$ cat config.mk
export PLATFORM = sky130hd
export DESIGN_NAME = param_data_cache
export DESIGN_NICKNAME = d
export VERILOG_FILES = /design/src/rtl/param_data_cache.sv
export SDC_FILE = /design/constraint.sdc
export NUM_CORES = 1
export LEC_CHECK = 0
export CAP_MARGIN = 20
export CORE_MARGIN = 1
export CORE_UTILIZATION = 50
export CTS_CLUSTER_DIAMETER = 60
export DETAILED_ROUTE_END_ITERATION = 6
export PLACE_DENSITY = 0.69
export RECOVER_POWER = 50
export SYNTH_ARGS = -nofsm -noshare
export SYNTH_HDL_FRONTEND = slang
export SYNTH_SLANG_ARGS = --single-unit
$ cat constraint.sdc
create_clock -name clk -period 11.71 [get_ports clk]
set_input_delay 2.342 -clock clk [delete_from_list [all_inputs] [get_ports clk]]
set_output_delay 2.342 -clock clk [all_outputs]
set_load 0.02 [all_outputs]
$ cat src/rtl/param_data_cache.sv
// -----------------------------------------------------------------------------
// param_data_cache
//   Direct-mapped, write-through, no-write-allocate data cache with a single
//   outstanding memory transaction. A request completes with a one-cycle dc_hit
//   pulse. Requests are not accepted in the cycle that dc_hit is high, so every
//   completion is followed by one bubble cycle.
//
// Parameters
//   SETS  : number of direct-mapped lines (power of two, >= 2)
//   WORDS : 32-bit words per line (power of two, >= 2)
//
// Ports
//   clk            : clock; all state changes on the rising edge
//   rst            : synchronous active-high reset
//   addr           : CPU byte address, bits [1:0] ignored
//   data_write     : CPU store data
//   SigMemRead     : CPU load request, held until dc_hit
//   SigMemWrite    : CPU store request, held until dc_hit (wins over a load)
//   dc_hit         : one-cycle completion pulse
//   data_read      : load data, valid in the dc_hit cycle of a load
//   mem_req        : memory request, held until mem_ack
//   mem_we         : 1 = single-word write, 0 = line fill
//   mem_addr       : line-aligned for a fill, word-aligned for a write
//   mem_write_data : store data for a memory write
//   mem_data       : fill line, word 0 in bits [31:0]
//   mem_ack        : one-cycle memory completion
//   hit_count      : hit statistics counter
//   miss_count     : miss statistics counter
//
// Build option
//   DATA_CACHE_STATS_EN : when defined, hit_count/miss_count count hits and
//                         misses at request acceptance (wrapping). When not
//                         defined, both outputs are tied to zero.
// -----------------------------------------------------------------------------
module param_data_cache #(
    parameter int unsigned SETS  = 4,
    parameter int unsigned WORDS = 4
) (
    input  logic                  clk,
    input  logic                  rst,
    input  logic [31:0]           addr,
    input  logic [31:0]           data_write,
    input  logic                  SigMemRead,
    input  logic                  SigMemWrite,
    output logic                  dc_hit,
    output logic [31:0]           data_read,
    output logic                  mem_req,
    output logic                  mem_we,
    output logic [31:0]           mem_addr,
    output logic [31:0]           mem_write_data,
    input  logic [32*WORDS-1:0]   mem_data,
    input  logic                  mem_ack,
    output logic [31:0]           hit_count,
    output logic [31:0]           miss_count
);

    localparam int unsigned WORD_W = $clog2(WORDS);
    localparam int unsigned IDX_W  = $clog2(SETS);
    localparam int unsigned OFF    = WORD_W + 2;
    localparam int unsigned TAG_W  = 32 - OFF - IDX_W;

    localparam logic [1:0] ST_IDLE  = 2'd0;
    localparam logic [1:0] ST_FILL  = 2'd1;
    localparam logic [1:0] ST_WRITE = 2'd2;

    logic [1:0]        r_state;
    logic [SETS-1:0]   r_valid;
    logic [TAG_W-1:0]  r_tag  [SETS];
    logic [31:0]       r_data [SETS][WORDS];
    logic [WORD_W-1:0] r_fill_word;
    logic [IDX_W-1:0]  r_fill_idx;
    logic [TAG_W-1:0]  r_fill_tag;

    logic [WORD_W-1:0] w_word;
    logic [IDX_W-1:0]  w_index;
    logic [TAG_W-1:0]  w_tag;
    logic              w_hit;
    logic              w_accept;
    logic              w_do_write;
    logic              w_do_read;
    logic              w_fill_done;
    logic [31:0]       w_mem_words [WORDS];
    logic              w_unused_addr;

    assign w_word  = addr[OFF-1:2];
    assign w_index = addr[OFF+IDX_W-1:OFF];
    assign w_tag   = addr[31:OFF+IDX_W];
    assign w_unused_addr = ^addr[1:0];

    assign w_hit = r_valid[w_index] && (r_tag[w_index] == w_tag);

    // Requests are only looked at in IDLE outside the completion cycle.
    assign w_accept    = (r_state == ST_IDLE) && !dc_hit && (SigMemRead || SigMemWrite);
    assign w_do_write  = w_accept && SigMemWrite;
    assign w_do_read   = w_accept && !SigMemWrite;
    assign w_fill_done = (r_state == ST_FILL) && mem_ack;

    always_comb begin
        for (int i = 0; i < int'(WORDS); i++) begin
            w_mem_words[i] = mem_data[i*32 +: 32];
        end
    end

    // Control path and registered outputs.
    always_ff @(posedge clk) begin
        if (rst) begin
            r_state        <= ST_IDLE;
            r_valid        <= '0;
            dc_hit         <= 1'b0;
            data_read      <= '0;
            mem_req        <= 1'b0;
            mem_we         <= 1'b0;
            mem_addr       <= '0;
            mem_write_data <= '0;
        end else begin
            dc_hit <= 1'b0;
            case (r_state)
                ST_IDLE: begin
                    if (w_do_write) begin
                        r_state        <= ST_WRITE;
                        mem_req        <= 1'b1;
                        mem_we         <= 1'b1;
                        mem_addr       <= {addr[31:2], 2'b00};
                        mem_write_data <= data_write;
                    end else if (w_do_read) begin
                        if (w_hit) begin
                            data_read <= r_data[w_index][w_word];
                            dc_hit    <= 1'b1;
                        end else begin
                            r_state  <= ST_FILL;
                            mem_req  <= 1'b1;
                            mem_we   <= 1'b0;
                            mem_addr <= {addr[31:OFF], {OFF{1'b0}}};
                        end
                    end
                end
                ST_FILL: begin
                    if (mem_ack) begin
                        r_valid[r_fill_idx] <= 1'b1;
                        data_read           <= w_mem_words[r_fill_word];
                        dc_hit              <= 1'b1;
                        mem_req             <= 1'b0;
                        r_state             <= ST_IDLE;
                    end
                end
                ST_WRITE: begin
                    if (mem_ack) begin
                        dc_hit  <= 1'b1;
                        mem_req <= 1'b0;
                        r_state <= ST_IDLE;
                    end
                end
                default: r_state <= ST_IDLE;
            endcase
        end
    end

    // Storage arrays carry no reset; validity alone decides hits. Updates are
    // suppressed while rst is high so an abandoned fill never lands.
    always_ff @(posedge clk) begin
        if (!rst) begin
            if (w_do_read && !w_hit) begin
                r_fill_word <= w_word;
                r_fill_idx  <= w_index;
                r_fill_tag  <= w_tag;
            end
            if (w_do_write && w_hit) begin
                r_data[w_index][w_word] <= data_write;
            end
            if (w_fill_done) begin
                r_tag[r_fill_idx] <= r_fill_tag;
                for (int i = 0; i < int'(WORDS); i++) begin
                    r_data[r_fill_idx][i] <= w_mem_words[i];
                end
            end
        end
    end

`ifdef DATA_CACHE_STATS_EN
    logic [31:0] r_hit_count;
    logic [31:0] r_miss_count;

    always_ff @(posedge clk) begin
        if (rst) begin
            r_hit_count  <= '0;
            r_miss_count <= '0;
        end else if (w_accept) begin
            if (w_hit) begin
                r_hit_count <= r_hit_count + 32'd1;
            end else begin
                r_miss_count <= r_miss_count + 32'd1;
            end
        end
    end

    assign hit_count  = r_hit_count;
    assign miss_count = r_miss_count;
`else
    assign hit_count  = '0;
    assign miss_count = '0;
`endif

endmodule
==> impl_results.md <==
* Ports placed on the boundary at between 300 and 400
* Starting Density at 0.507
* Power Total at between 6 and 7 mW
* Die Ht at 252 um
* Remaining global-route overflow at 0
* CTS max path bufs at 3
* Count of distinct cell types in the synthesized netlist at 48
* Site row count at 91
* Largest delay contributor family on the critical path: buffers and inverters
* Status: finished, violations left
* Number of endpoints failing setup at the final stage at 0
* IO buf count at 291
* TritonCTS clock tree: built
* Netlist area before placement at roughly 0.031 sq mm
* Unrepaired setup endpoints after global routing: no
* Async S/R FF share, synth at 0
* Top-count cell post-synth: sky130_fd_sc_hd__edfxtp_1
* Failing checks: max-capacitance violations, max-slew violations
* Maximum ir drop on the vdd rail at 108 uV
* Number of vias in the routed layout at 18,900
* Area of the die at ~0.064 sq mm
* Kind of critical path: in -> reg
* Proportion of layout cells with a drive suffix above 1 at 0.149
* Sequential area share after synthesis at 0.686
* Pre-CTS setup slack at between 3000 and 4000 ps
* Setup slack of the critical path after layout at 3340 ps
* Highest fanout seen on the critical path at 83
* Global-route wire length before repair at roughly 120 mm
* Number of DRC markers after the initial detailed-route iteration at around 1,600
* Number of buffer and inverter instances along the worst setup path at 3
* Startpoint class of the critical path: input pin
* Headroom to the max-slew limit at -1.41
* Clk sinks at 749
* Most common cell type on the critical path: sky130_fd_sc_hd__nand2_1
* Post-placement cell count at 3,115
* Final number of max-transition violations at 234
* Static leakage power at 13.1 nW
* Wire length reported by the detailed router at between 70 and 80 mm
* Post-route antenna net violation count at 0
* Worst EP arrival at just under 9000 ps
* Number of warnings issued by yosys at 0
* Final RePlAce weighted congestion at a little under 0.8
* Drt first pass iters at 5
* Top flip-flop cell by instance count after synthesis: sky130_fd_sc_hd__edfxtp_1
* Min-delay worst type: reg -> reg
* Cell area after layout at 0.0377 sq mm
* Cells taking the most area after synthesis: sky130_fd_sc_hd__edfxtp_1, sky130_fd_sc_hd__mux4_2, sky130_fd_sc_hd__dfxtp_1
* CTS Root Cell: sky130_fd_sc_hd__clkbuf_16
* Min Hold Slack at 450 ps
* Cell area after placement at 0.0349 sq mm
* Achievable frequency at 0.120 GHz
* Most frequent cells after synthesis: sky130_fd_sc_hd__edfxtp_1, sky130_fd_sc_hd__nand2_1, sky130_fd_sc_hd__mux4_2
* Setup total negative slack at 0 ps
* Fraction of synthesized cell area taken by the top area cell type at 0.620
* Syn Inst Count at about 2,100
* Setup slack of the worst register-to-register path at 5020 ps
* Share of the core filled with cells at 0.611
* Layout overhead on the synthesized area at 20.5%
* Max Clock Skew at 25.5 ps
* Final period utilization at 0.715
* Number of standard cells in the layout, taps in and fillers out at 3,272
* Syn avg cell area at 15.1 sq um
* Chip width at roughly 250 um
* Number of nets in the layout at about 2,600
* Clock insertion delay at the later pin of the skew report at ~630 ps
* Cell area power density at 181 mW/mm^2
* CP max stage cell: sky130_fd_sc_hd__clkbuf_1
* Mean number of vias per cell at 5.77
* All-Layer GR Usage at 0.253
* Hold violation total from the final report at 0
* Synthesis-stage register bit count at 749
* Hold buffers post-CTS at 0
* Number of buffers created by CTS at 79
* Largest net degree at the start of global routing at 110
* Number of gates given a new drive strength after cts at 0
* Number of enable flip-flop cells after synthesis at about 650
* Required time at the endpoint of the critical path at 12,170 ps
* Type of element capturing the critical path: flip-flop
* H-Tree Depth at 3
* Area of the core at roughly 0.062 sq mm
* Number of antenna violations at the first check in global routing at 6
* Via count of the first global-routing pass at 19,000
* Final HPWL from detailed placement at 47.9 mm
* Slew @ Worst Pin at 3620 ps
* Clock Pin Slew Worst Setup and Hold Paths at ~60 ps
* Routed length per placed instance at between 20 and 25 um
* Series of cell instances along the critical path: dlygate4sd3_1 -> nand2_1 -> nor2_1 -> clkbuf_1 -> clkbuf_1 -> nand2_1 -> nand2_1
* Largest stage delay on the critical path at 2610 ps
* Post CTS Setup Buffer Count at 0
* Cell type contributing the most total cell area after synthesis: sky130_fd_sc_hd__edfxtp_1
* DRC at 0
* Count of maximum capacitance violations at 6
* Tmin final at 8370 ps
kinds of logic after synthesis:
| family | Yosys count | share of synthesized area |
|---|---|---|
| compound gates | 175 | 0.0388 |
| fa+ha+maj | 3 | 0.00120 |
| other cells | 1 | 0.000120 |
| simple gates | 669 | 0.0861 |
| mux | 226 | 0.143 |
| xor+xnor | 26 | 0.00728 |
| buf+inv | 228 | 0.0378 |
| flops | 749 | 0.686 |
placed cells by master, fill, tap and decap left out, types with 4 or more instances in the layout:
master,netlist,final
sky130_fd_sc_hd__o21ai_0,7,7
sky130_fd_sc_hd__clkinv_1,2,13
sky130_fd_sc_hd__clkbuf_16,0,80
sky130_fd_sc_hd__clkinvlp_4,0,4
sky130_fd_sc_hd__and3_1,5,5
sky130_fd_sc_hd__nand4_1,6,6
sky130_fd_sc_hd__a21boi_0,26,18
sky130_fd_sc_hd__o2111ai_1,34,34
sky130_fd_sc_hd__nand2b_1,4,4
sky130_fd_sc_hd__nand3_1,71,70
sky130_fd_sc_hd__clkbuf_8,0,7
sky130_fd_sc_hd__xor2_1,9,9
sky130_fd_sc_hd__inv_1,40,39
sky130_fd_sc_hd__xnor2_1,17,17
sky130_fd_sc_hd__clkdlybuf4s50_1,0,161
sky130_fd_sc_hd__edfxtp_1,646,646
sky130_fd_sc_hd__nor2_1,13,10
sky130_fd_sc_hd__clkinv_2,0,13
sky130_fd_sc_hd__a21boi_1,14,14
sky130_fd_sc_hd__dfxtp_1,103,103
sky130_fd_sc_hd__o22ai_1,37,36
sky130_fd_sc_hd__diode_2,0,5
sky130_fd_sc_hd__buf_12,0,5
sky130_fd_sc_hd__bufinv_16,0,9
sky130_fd_sc_hd__conb_1,1,66
sky130_fd_sc_hd__dlygate4sd3_1,0,126
sky130_fd_sc_hd__a21boi_4,0,8
sky130_fd_sc_hd__clkbuf_1,80,18
sky130_fd_sc_hd__a21oi_1,39,39
sky130_fd_sc_hd__and2_2,0,8
sky130_fd_sc_hd__mux4_2,176,176
sky130_fd_sc_hd__buf_4,71,23
sky130_fd_sc_hd__nand2_1,549,548
sky130_fd_sc_hd__mux2i_1,49,49
power breakdown:
part	switching, mW	total (mW)	internal [mW]
Combinational	0.695	1.11	0.415
Sequential	0.0563	3.14	3.08
Clock	1.05	2.56	1.51
final timing paths:
check | from | cells past startpoint | end
min | data_read[28] | 2 | data_read[28]
max | mem_ack | 7 | r_data[2][112]
min reg2reg | data_read[28] | 2 | data_read[28]
max reg2reg | r_state[1] | 8 | r_data[2][112]
registers in the layout, indices dropped and copies added, names as in the netlist, 4 cells and up:
name and flops:
mem_addr 30, r_valid 4, r_fill_tag 26, data_read 32
r_tag 104, r_data 512, mem_write_data 32
worst min-delay path: cells and delay by family (launching register included):
family / cells / cell delay, ps
flops: 1 / 310
buf+inv: 1 / 50
compound gates: 1 / 50
layer usage:
metal | vias up | GRT usage | part of all wire
met3 | 116 | 0.0439 | 0.079
met4 | 2 | 0.0857 | 0.024
li1 | 8284 | - | -
met1 | 9612 | 0.339 | 0.40
met2 | 855 | 0.421 | 0.49
met5 | - | 0 | 0.00016
cell type report:
| class | instances | area, sq um |
|---|---|---|
| fill | 4552 | 24000 |
| multi-input combinational | 1165 | 9050 |
| inverter | 42 | 159 |
| clock inverter | 47 | 528 |
| sequential | 749 | 21500 |
| tap | 837 | 1050 |
| clock buffer | 99 | 2140 |
| timing repair buffer | 328 | 3290 |
| antenna | 5 | 12.5 |
No activity file was read; power rests on OpenSTA's default activity.
